File: src/rtl/mc_controller_ws.sv
// Multi-cycle RV32I/F core controller with a parametrised fetch latency, a DM
// req/ack handshake guarded by a timeout, and a saturating retired-instruction counter.
module mc_controller_ws #(
  parameter int unsigned FETCH_WAIT = 1,
  parameter int unsigned DM_TIMEOUT = 15,
  parameter int unsigned ICNT_W     = 16
) (
  input  logic              i_clk,
  input  logic              i_rst,
  input  logic [6:0]        i_opcode,
  input  logic [6:0]        i_func7,
  input  logic [2:0]        i_func3,
  input  logic              i_invalid_pc,
  input  logic              i_invalid_alu,
  input  logic              i_branch_cond,
  input  logic              i_dm_ack,
  output logic              o_mem_sel,
  output logic              o_mem_req,
  output logic              o_mem_wen,
  output logic              o_rd_wen,
  output logic              o_fd_wen,
  output logic              o_lw_sel,
  output logic              o_reg_i_en,
  output logic              o_reg_d_en,
  output logic              o_reg_a_en,
  output logic              o_reg_n_en,
  output logic              o_imm_rf2_sel,
  output logic [6:0]        o_opcode,
  output logic [6:0]        o_func7,
  output logic [2:0]        o_func3,
  output logic              o_branch,
  output logic [2:0]        o_status,
  output logic              o_status_valid,
  output logic [ICNT_W-1:0] o_retired
);

  localparam logic [6:0] OpR      = 7'b0110011;
  localparam logic [6:0] OpFp     = 7'b1010011;
  localparam logic [6:0] OpAddi   = 7'b0010011;
  localparam logic [6:0] OpLw     = 7'b0000011;
  localparam logic [6:0] OpFlw    = 7'b0000111;
  localparam logic [6:0] OpSw     = 7'b0100011;
  localparam logic [6:0] OpFsw    = 7'b0100111;
  localparam logic [6:0] OpBranch = 7'b1100011;
  localparam logic [6:0] OpEof    = 7'b1110011;

  localparam logic [6:0] F7Fadd   = 7'b0000000;
  localparam logic [6:0] F7Fsub   = 7'b0000100;
  localparam logic [6:0] F7Fclass = 7'b1110000;
  localparam logic [6:0] F7Flt    = 7'b1010000;

  // Status codes; 0 means "no recognised type".
  localparam logic [2:0] TypeNone    = 3'd0;
  localparam logic [2:0] TypeR       = 3'd1;
  localparam logic [2:0] TypeI       = 3'd2;
  localparam logic [2:0] TypeS       = 3'd3;
  localparam logic [2:0] TypeB       = 3'd4;
  localparam logic [2:0] TypeInvalid = 3'd5;
  localparam logic [2:0] TypeEof     = 3'd6;

  localparam logic [3:0] FetchLast = 4'(FETCH_WAIT);
  localparam logic [7:0] TmoLast   = 8'(DM_TIMEOUT - 1);

  typedef enum logic [2:0] {
    StIdle, StFetch, StDecode, StExec, StMem, StWb, StNextPc, StEnd
  } state_e;

  state_e              state_q, state_d;
  logic [3:0]          fetch_cnt_q, fetch_cnt_d;
  logic [7:0]          tmo_cnt_q, tmo_cnt_d;
  logic [6:0]          opcode_q, opcode_d;
  logic [6:0]          func7_q, func7_d;
  logic [2:0]          func3_q, func3_d;
  logic                branch_q, branch_d;
  logic [2:0]          end_status_q, end_status_d;
  logic [ICNT_W-1:0]   retired_q, retired_d;

  // Decode of the latched fields only.
  logic       is_load, is_store, is_fp, store_wen, rd_op, fd_op;
  logic [2:0] op_type;

  assign is_load   = (opcode_q == OpLw) || (opcode_q == OpFlw);
  assign is_store  = (opcode_q == OpSw) || (opcode_q == OpFsw);
  assign is_fp     = (opcode_q == OpFp);
  assign store_wen = is_store && (func3_q == 3'b010);
  assign rd_op     = (opcode_q == OpR) || (opcode_q == OpAddi) || (opcode_q == OpLw) ||
                     (is_fp && (func3_q == 3'b001) &&
                      ((func7_q == F7Fclass) || (func7_q == F7Flt)));
  assign fd_op     = (opcode_q == OpFlw) ||
                     (is_fp && (func3_q == 3'b000) &&
                      ((func7_q == F7Fadd) || (func7_q == F7Fsub)));

  // Instruction class reported on the status port.
  always_comb begin
    op_type = TypeNone;
    case (opcode_q)
      OpR, OpFp:             op_type = TypeR;
      OpAddi, OpLw, OpFlw:   op_type = TypeI;
      OpSw, OpFsw:           op_type = TypeS;
      OpBranch:              op_type = TypeB;
      default:               op_type = TypeNone;
    endcase
  end

  // Datapath-facing decode outputs, driven purely from the latched instruction.
  assign o_opcode      = opcode_q;
  assign o_func7       = func7_q;
  assign o_func3       = func3_q;
  assign o_lw_sel      = is_load;
  assign o_imm_rf2_sel = (opcode_q == OpR) || is_fp || (opcode_q == OpBranch);
  assign o_branch      = (state_q == StNextPc) && branch_q && (opcode_q == OpBranch);
  assign o_retired     = retired_q;

  // Next-state, counters, latches and per-state control outputs.
  always_comb begin
    state_d        = state_q;
    fetch_cnt_d    = fetch_cnt_q;
    tmo_cnt_d      = tmo_cnt_q;
    opcode_d       = opcode_q;
    func7_d        = func7_q;
    func3_d        = func3_q;
    branch_d       = branch_q;
    end_status_d   = end_status_q;
    retired_d      = retired_q;
    o_mem_sel      = 1'b0;
    o_mem_req      = 1'b0;
    o_mem_wen      = 1'b0;
    o_rd_wen       = 1'b0;
    o_fd_wen       = 1'b0;
    o_reg_i_en     = 1'b0;
    o_reg_d_en     = 1'b0;
    o_reg_a_en     = 1'b0;
    o_reg_n_en     = 1'b0;
    o_status       = TypeNone;
    o_status_valid = 1'b0;

    unique case (state_q)
      StIdle: begin
        fetch_cnt_d = 4'd0;
        state_d     = StFetch;
      end
      StFetch: begin
        if (fetch_cnt_q == FetchLast) begin
          o_reg_i_en = 1'b1;
          state_d    = StDecode;
        end else begin
          fetch_cnt_d = fetch_cnt_q + 4'd1;
        end
      end
      StDecode: begin
        o_reg_d_en = 1'b1;
        opcode_d   = i_opcode;
        func7_d    = i_func7;
        func3_d    = i_func3;
        state_d    = StExec;
      end
      StExec: begin
        o_reg_a_en = 1'b1;
        branch_d   = i_branch_cond;
        if (i_invalid_alu) begin
          end_status_d = TypeInvalid;
          state_d      = StEnd;
        end else if (opcode_q == OpEof) begin
          end_status_d = TypeEof;
          state_d      = StEnd;
        end else if (is_load || is_store) begin
          tmo_cnt_d = 8'd0;
          state_d   = StMem;
        end else begin
          state_d = StWb;
        end
      end
      StMem: begin
        o_mem_sel = 1'b1;
        o_mem_req = 1'b1;
        o_mem_wen = store_wen;
        // Ack takes precedence over a timeout expiring in the same cycle.
        if (i_dm_ack) begin
          state_d = StWb;
        end else if (tmo_cnt_q == TmoLast) begin
          end_status_d = TypeInvalid;
          state_d      = StEnd;
        end else begin
          tmo_cnt_d = tmo_cnt_q + 8'd1;
        end
      end
      StWb: begin
        o_rd_wen = rd_op;
        o_fd_wen = fd_op;
        state_d  = StNextPc;
      end
      StNextPc: begin
        o_reg_n_en = 1'b1;
        o_status   = op_type;
        if (!i_invalid_pc) begin
          o_status_valid = 1'b1;
          if (!(&retired_q)) begin
            retired_d = retired_q + 1'b1;
          end
          fetch_cnt_d = 4'd0;
          state_d     = StFetch;
        end else begin
          end_status_d = TypeInvalid;
          state_d      = StEnd;
        end
      end
      StEnd: begin
        o_status       = end_status_q;
        o_status_valid = 1'b1;
      end
      default: state_d = StIdle;
    endcase
  end

  // State and latch registers with synchronous reset.
  always_ff @(posedge i_clk) begin
    if (i_rst) begin
      state_q      <= StIdle;
      fetch_cnt_q  <= 4'd0;
      tmo_cnt_q    <= 8'd0;
      opcode_q     <= 7'd0;
      func7_q      <= 7'd0;
      func3_q      <= 3'd0;
      branch_q     <= 1'b0;
      end_status_q <= TypeNone;
      retired_q    <= '0;
    end else begin
      state_q      <= state_d;
      fetch_cnt_q  <= fetch_cnt_d;
      tmo_cnt_q    <= tmo_cnt_d;
      opcode_q     <= opcode_d;
      func7_q      <= func7_d;
      func3_q      <= func3_d;
      branch_q     <= branch_d;
      end_status_q <= end_status_d;
      retired_q    <= retired_d;
    end
  end

endmodule

File: config.mk
export PLATFORM = sky130hd
export DESIGN_NAME = mc_controller_ws
export DESIGN_NICKNAME = d
export VERILOG_FILES = /design/src/rtl/mc_controller_ws.sv
export SDC_FILE = /design/constraint.sdc
export NUM_CORES = 1
export LEC_CHECK = 0
export CAP_MARGIN = 20
export CORE_MARGIN = 4
export CORE_UTILIZATION = 51
export DETAILED_ROUTE_END_ITERATION = 8
export DONT_BUFFER_PORTS = 1
export PLACE_DENSITY = 0.65
export SYNTH_ARGS = -nofsm -noshare
export SYNTH_HDL_FRONTEND = slang
export SYNTH_SLANG_ARGS = --single-unit
File: constraint.sdc
create_clock -name i_clk -period 3.3 [get_ports i_clk]
set_clock_uncertainty 0.05 [all_clocks]
set_input_delay 0.165 -clock i_clk [delete_from_list [all_inputs] [get_ports i_clk]]
set_output_delay 0.165 -clock i_clk [all_outputs]
set_load 0.02 [all_outputs]
* Yosys cells after proc, flatten, opt, wreduce, memory -nomap -nowiden
Index checks and enable logic that the tools add are counted.
Word-level totals: output and inout bits 49, register bits 52, bits in latches 0, input bits 23, memories 0, bits in writable memories 0, bits in read-only memories 0, logic and storage cells 119
Operators by class: order comparisons 0, add/sub/neg operators 3, div/mod/pow operators 0, bitwise operators 2, multiplexer cells 36, multipliers 0, reductions and logical operators 34, equality and inequality tests 35, shift operators 0
Operators with widths (number):
- $mux W8 | 5
- $eq A7 B7 Y1 const B | 5
- $mux W3 | 9
- $eq A7 B6 Y1 const B | 3
- $pmux W3 S7 | 1
- $ne A2 B2 Y1 const B | 10
- $add A16 B1 Y16 const B | 1
- $pmux W8 S2 | 1
- $reduce_and A16 Y1 | 1
- $eq A7 B3 Y1 const B | 2
- $eq A3 B3 Y1 const B | 4
- $pmux W3 S4 | 1
- $pmux W4 S3 | 1
- $logic_or A1 B1 Y1 | 11
- $mux W1 | 11
- $eq A3 B2 Y1 const B | 3
- $pmux W3 S3 | 1
- $reduce_and A3 Y1 | 3
- $add A8 B1 Y8 const B | 1
- $eq A8 B4 Y1 const B | 1
- $mux W4 | 2
- $eq A7 B2 Y1 const B | 1
- $eq A7 B5 Y1 const B | 1
- $logic_and A1 B1 Y1 | 7
- 17 further kinds | 24

* Longest topological paths before layout
Gate-level depths: netlist (run 1).
depth after elaboration 7, depth in mapped cells 7, depth with buffers taken out 6

* Worst setup path before layout (run 1)
No wires, ideal clock.
path kind flip-flop to output port, from register opcode_q[4], in the netlist o_opcode[4], to output o_rd_wen, cell stages (with the launch flop) 6, data arrival time 1992 ps, buffers on the path 1, setup slack 1093 ps, path through dfxtp_1 > buf_2 > or4b_2 > nor3_1 > a32oi_1 > nor3_1
Between the ends: word-level cells in the longest chain between the ends 5
Ends and longest elaborated chain:
- start: declaration | line 71 | logic [6:0] opcode_q, opcode_d;
- start signal: assignment | line 231 | opcode_q <= opcode_d;
- $eq A7 B6 Y1, or another cell as far along | line 86 | assign rd_op = (opcode_q == OpR) || (opcode_q == OpAddi) || (opcode_q == OpLw) ||
- $logic_or A1 B1 Y1 or $logic_and A1 B1 Y1 (tied branches) (2 in a row) | line 86, 87
- $logic_or A1 B1 Y1 (*) | line 86
- $mux W1 (*) | line 137 | unique case (state_q)
- end: declaration | line 20 | output logic o_rd_wen,
Mark *: on every way between the ends. The rest lies on a longest branch, timed or not.

* Worst setup path in the final report (run 1)
Ends and elaborated chain as after synthesis.

==> out/results.md, run 1 <==
• **Yosys reg bits** 52
• **clock latency at the later pin of the worst-skew pair** 0.30 ns
• **Die X-Extent** 82.53 microns
• **area grow syn2layout** 12.81%
• **standard cell core area** 5238 sq um
• **Gate Count Post-Synth** 348
• **number of maximum-capacitance violations** 0
• **number of clock buffers inserted by TritonCTS** 5
• **global-route usage over all layers** 22.15%
• **highest fanout seen on the critical path** 11
• **class of the worst hold path** in -> reg
• **data arrival time of the critical path** 2.47 ns
• **status** finished, final reports clean
• **most heavily used metal layer in global routing** met2
• **most frequent cell after synthesis** nand2_1
• **category of the worst setup path capture point** output pin
• **dominant cell type by area after synthesis** dfxtp_1
• **final layout net count** 390
• **count of clock tree sinks** 52
• **data required time of the critical path** 3.08 ns
• **total of buffers placed on input and output ports** 0
• **root buffer cell** clkbuf_8
• **number of buffers on the longest clock path** 2
• **routed wire length per instance** 17.12 microns
• **Netlist cell types** 60
• **Crit Path Class** reg -> out
• **fraction of layout instances using a drive strength above 1** 7.713%
• **via-per-instance ratio** 6.206
• **Detailed Route WL** 7411 microns
• **proportion of register bits with asynchronous set or reset after synthesis** 0%
• **sequential fraction of the synthesis area** 36.75%
• **number of search-and-repair iterations in the first detailed-routing pass** 4
• **primary flip-flop cell chosen by synthesis mapping** dfxtp_1
• **vias in the first global route** 2380
• **number of nets in the synthesized netlist** 376
• **Layout Cell Area excl Fill** 3196 sq um
• **final core occ** 61.01%
• **initial antenna violation count** 0
• **global-route met2 utilization** 33.33%
• **num rows** 26
• **kind of start point of the critical path** register
• **Max H-tree Level** 2
• **clock edge transition at the registers on the reported setup and hold paths** 0.10 ns
• **top cell types by occurrence after synthesis** nand2_1 (63), dfxtp_1 (52), a21oi_1 (41), nand3_1 (16)
• **synthesized area per cell** 8.140 sq um
• **count of vias placed by the detailed router** 2687
• **met3 capacity usage during global routing** 6.833%
• **area of the mapped netlist** 2833 sq um
• **wire length of the first global-routing pass** 11830 microns
• **highest ir drop seen on vdd** 0.3085 mV
• **initial cell density of the core** 54.09%
• **Slew HR** 48.01%
• **Leak** 0.9950 nW
• **die outline area** 6810 sq um
• **TritonCTS clock tree** built
• **Residual DRC** 0
• **Final Hold Fails** 0
• **global routing usage on met1** 30.89%
• **number of DRC markers after the initial detailed-route iteration** 191
• **number of nets with antenna violations after detailed routing** 0
• **fraction of the cycle the final worst path needs** 81.30%
• **number of enable-type register cells in the synthesized netlist** 0
• **I/O pin count** 72
• **setup TNS** 0 ns
• **top-area cell type share of the netlist area** 36.75%
• **GRT Residual Overflow** 0
• **pin count of the biggest net entering global routing** 38
• **worst slew pin tran** 0.7739 ns
• **power density cells** 484.0 nW/um^2
• **Yosys warning total** 0
• **Die Span Y** 82.53 microns
• **top post-synthesis cells by area** dfxtp_1 (37%), nand2_1 (8.3%), a21oi_1 (7.2%)
• **Final min period** 2.683 ns
• **dpl cell area** 2864 sq um
• **global placement routability congestion** 0.8632
• **highest clock rate** 372.7 MHz
• **total setup violations reported at the end of the flow** 0
• **setup repair after global routing missed its margin** no
• **HPWL after detailed placement** 5100 microns
• **number of max-slew violations in the final report** 0
• **Inserted Diodes** 0
==> cell usage in the layout, fill, tap and decap left out, drive strengths merged, types with 6 or more instances in the layout <==
cell type	instances
or4	6
o31ai	9
dlygate4sd3	20
nand4	9
o21ai	9
nor2	7
nand3	16
nor3	12
buf	6
a21oi	41
inv	11
nand2	63
dfxtp	52
==> cell type report <==
type                    count  area, sq um
clock buffers               5        68.82
clock inverters             3        42.54
fillers                   481         2042
inverters                  14        52.55
multi-input cells         263         1645
flip-flops and latches     52         1041
well taps                  70        87.58
repair buffers             26        257.7
==> cells by family (layout without fill, tap and decap cells) <==
family	Yosys count	after routing	synth area share [%]
AO/OA/AOI/OAI	98	98	23.94
XOR/XNOR	1	1	0.3092
adder cells (fa/ha/maj)	5	5	2.208
buffers and inverters	33	48	5.167
flip-flops	52	52	36.75
multiplexers	5	5	1.811
AND/OR/NAND/NOR	154	154	29.82
==> worst paths after layout <==
| path | slack [ns] | from | to | cells after the start |
|---|---|---|---|---|
| max | 0.62 | o_opcode[4] | o_rd_wen | 4 |
| min | 0.02 | i_invalid_alu | end_status_q[0] | 2 |
| min reg2reg | 0.43 | end_status_q[2] | end_status_q[2] | 2 |
| max reg2reg | 0.92 | state_q[0] | o_func7[2] | 6 |
==> layer usage <==
layer  share of wire [%]  wire length [microns]
met3                 6.7                    493
met2                  47                   3448
met1                  46                   3430
met5                   0                      0
met4                0.53                     39
==> state kept, by name (all words and copies together), names as in the netlist <==
name	cells
state_q	3
o_opcode	7
fetch_cnt_q	4
branch_q	1
end_status_q	3
o_func7	7
tmo_cnt_q	8
o_func3	3
o_retired	16
==> timing repair <==
item / CTS / global route
resized for setup: 0 / 0
setup endpoints to repair: 0 / 0
setup buffers: 0 / 0
hold buffers: 21 / 0
endpoints found under the hold margin: 38 / 0
==> power breakdown <==
part           leakage (nW)  switching (mW)  total, mW  internal (mW)
combinational         0.520           0.187      0.315          0.128
sequential            0.420           0.116      0.790          0.674
clock                0.0541           0.217      0.442          0.225
total                 0.995           0.520       1.55           1.03
==> metrics by stage <==
step / setup WS [ns] / power, mW / hold WS (ns) / std cells
floorplan: 1.093 / 1.025 / 0.2146 / 348
global placement: 0.9817 / 1.077 / 0.1888 / 404
finish: 0.6171 / 1.547 / 0.01966 / 433
CTS: 0.5951 / 1.556 / 0.003518 / 433
global route: 0.4448 / 1.640 / 0.02869 / 433
detailed placement: 0.9606 / 1.085 / 0.1896 / 404
==> critical path, cell delays in order (launching register included) <==
cell and delay (ns):
dfxtp_1 0.67, or4b_2 0.62, nor3_1 0.22, a32oi_1 0.14
nor3_1 0.52
Note: power is estimated with default switching activity, not from simulation.
==> inputs of run 2 (changes only) <==
==> constraint.sdc (replaced) <==
create_clock -name i_clk -period 2.5 [get_ports i_clk]
set_clock_uncertainty 0.05 [all_clocks]
set_input_delay 0.125 -clock i_clk [delete_from_list [all_inputs] [get_ports i_clk]]
set_output_delay 0.125 -clock i_clk [all_outputs]
set_load 0.02 [all_outputs]
==> out/results.md, run 2 (synthesis results as in run 1) <==
• **status** finished, final reports clean
• **root buffer cell** clkbuf_8
• **kind of start point of the critical path** register
• **vias in the first global route** 2525, +6.1%
• **worst slew pin tran** 0.7542 ns, -0.01964 ns
• **setup TNS** 0 ns, unchanged
• **final cell count without fillers** 447, +3.2%
• **Final min period** 2.348 ns
• **pin count of the biggest net entering global routing** 41, +7.9%
• **Hold WS** 0.01329 ns, -0.006375 ns
• **count of vias placed by the detailed router** 2804, +4.4%
• **Post-CTS Repair Setup Buffers** 0, unchanged
• **setup repair after global routing missed its margin** no
• **number of clock buffers inserted by TritonCTS** 5, unchanged
• **number of DRC markers after the initial detailed-route iteration** 151, -21%
• **top library cells by usage in the layout, fill and taps aside** nand2_1 (63), dfxtp_1 (52), a21oi_1 (41)
• **standard cell core area** 5238 sq um, unchanged
• **total power draw** 2.003 mW, +29%
• **fraction of layout instances using a drive strength above 1** 11.41%, +3.7 points
• **category of the worst setup path capture point** output pin
• **clock latency at the later pin of the worst-skew pair** 0.31 ns, about the same
• **die outline area** 6810 sq um, unchanged
• **count of clock tree sinks** 52, unchanged
• **total setup violations reported at the end of the flow** 0, unchanged
• **global placement routability congestion** 0.8777, +1.7%
• **via-per-instance ratio** 6.273, +1.1%
• **final layout net count** 404, +3.6%
• **Slew HR** 49.29%, +1.3 points
• **HPWL after detailed placement** 5261 microns, +3.2%
• **highest ir drop seen on vdd** 0.3456 mV, +12%
• **number of maximum-capacitance violations** 0, unchanged
• **Crit Path Class** reg -> out
• **wire length of the first global-routing pass** 12070 microns, +2.0%
• **TritonCTS clock tree** built
• **post-placement cell count** 417, +3.2%
• **data required time of the critical path** 2.33 ns, -0.75 ns
• **highest fanout seen on the critical path** 10, -1
• **combined buffer and inverter count along the critical path** 1, +1
• **number of nets with antenna violations after detailed routing** 0, unchanged
• **Die Span Y** 82.53 microns, unchanged
• **I/O pin count** 72, unchanged
• **Max H-tree Level** 2, unchanged
• **initial cell density of the core** 54.09%, unchanged
• **longest individual stage delay on the worst path** 0.66 ns, about the same
• **highest clock rate** 425.8 MHz
• **Die X-Extent** 82.53 microns, unchanged
• **global-route usage over all layers** 22.73%, +0.57 points
• **number of max-slew violations in the final report** 0, unchanged
• **Detailed Route WL** 7724 microns, +4.2%
• **clock edge transition at the registers on the reported setup and hold paths** 0.10 ns, about the same
• **cell type of the slowest stage on the worst timing path** or4b_2
• **num rows** 26, unchanged
• **leading cell type in the layout, fill and taps excluded** nand2_1
• **Leak** 1.054 nW, +6.0%
• **number of buffers on the longest clock path** 2, unchanged
• **number of flip-flops under the largest register name** 16, unchanged
• **total of buffers placed on input and output ports** 0, unchanged
• **Inserted Diodes** 0, unchanged
• **power density cells** 609.0 nW/um^2, +26%
• **routed wire length per instance** 17.28 microns, +0.96%
• **CP top delay family** simple AND/OR/NAND/NOR gates
• **number of search-and-repair iterations in the first detailed-routing pass** 5, +1
• **Final Hold Fails** 0, unchanged
• **class of the worst hold path** in -> reg
• **Residual DRC** 0, unchanged
• **area grow syn2layout** 16.08%
• **data arrival time of the critical path** 2.17 ns, -0.30 ns
• **GRT Residual Overflow** 0, unchanged
• **initial antenna violation count** 0, unchanged
• **fraction of the cycle the final worst path needs** 93.94%
• **cells along the critical path** or4b_2 > nor3_1 > nand4b_1 > a21oi_1 > buf_4
[run 2: changes by cell type in the layout (fill, tap and decap cells not counted)]
| cell | previous run | this run |
|---|---|---|
| buf_2 | 0 | 1 |
| buf_4 | 5 | 18 |
| bufinv_16 | 1 | 0 |
| clkbuf_8 | 5 | 6 |
| clkinv_1 | 3 | 2 |
| clkinv_2 | 1 | 0 |
| clkinvlp_4 | 1 | 3 |
[run 2: final timing paths]
check             startpoint               to  slack [ns]  cells after the start
min                    i_rst     o_retired[0]        0.01                      2
min reg2reg  end_status_q[2]  end_status_q[2]        0.43                      2
max reg2reg       state_q[0]    o_retired[10]        0.37                      4
max              o_opcode[5]         o_fd_wen        0.15                      5
[run 2: per-layer routing]
layer  vias up  part of all wire, %  GRT usage [%]
met5         -                    0              0
met4         0                 0.93          6.209
met3         8                  6.5          5.315
met2        98                   48          35.58
met1      1338                   45          31.25
li1       1360                    -              -
[run 2: report_power, final]
part / internal (mW) / switching (mW) / total (mW)
combinational: 0.186 / 0.285 / 0.471
clock: 0.225 / 0.290 / 0.514
sequential: 0.890 / 0.128 / 1.02
[run 2: area by class of cell]
type,count,area [sq um]
fill,489,1949
multi-input combinational,263,1645
sequential,52,1041
timing repair buffer,40,360.3
tap,70,87.58
clock buffer,6,82.58
inverter,14,56.30
clock inverter,2,15.01
[run 2: through the flow]
step	utilization (%)	area [sq um]	setup WS (ns)
finish	62.78	3288	0.1516
global route	62.78	3288	0.02181
CTS	62.61	3279	0.1200
detailed placement	56.55	2962	0.3121
global placement	56.55	2962	0.4282
floorplan	-	2833	0.3326
[run 2: worst register-to-register path, delay by kind of cell, from the launching register on]
| kind | cells | cell delay [ns] |
|---|---|---|
| and+or+nand+nor | 2 | 1.07 |
| DFF | 1 | 0.49 |
| buffers and inverters | 1 | 0.30 |
| AOI/OAI and AO/OA | 1 | 0.16 |
[run 2: what timing repair did]
item / CTS / global route
setup endpoints to repair: 0 / 1
gates resized for setup: 0 / 1
hold buffers: 21 / 0
hold endpoints to repair: 41 / 0
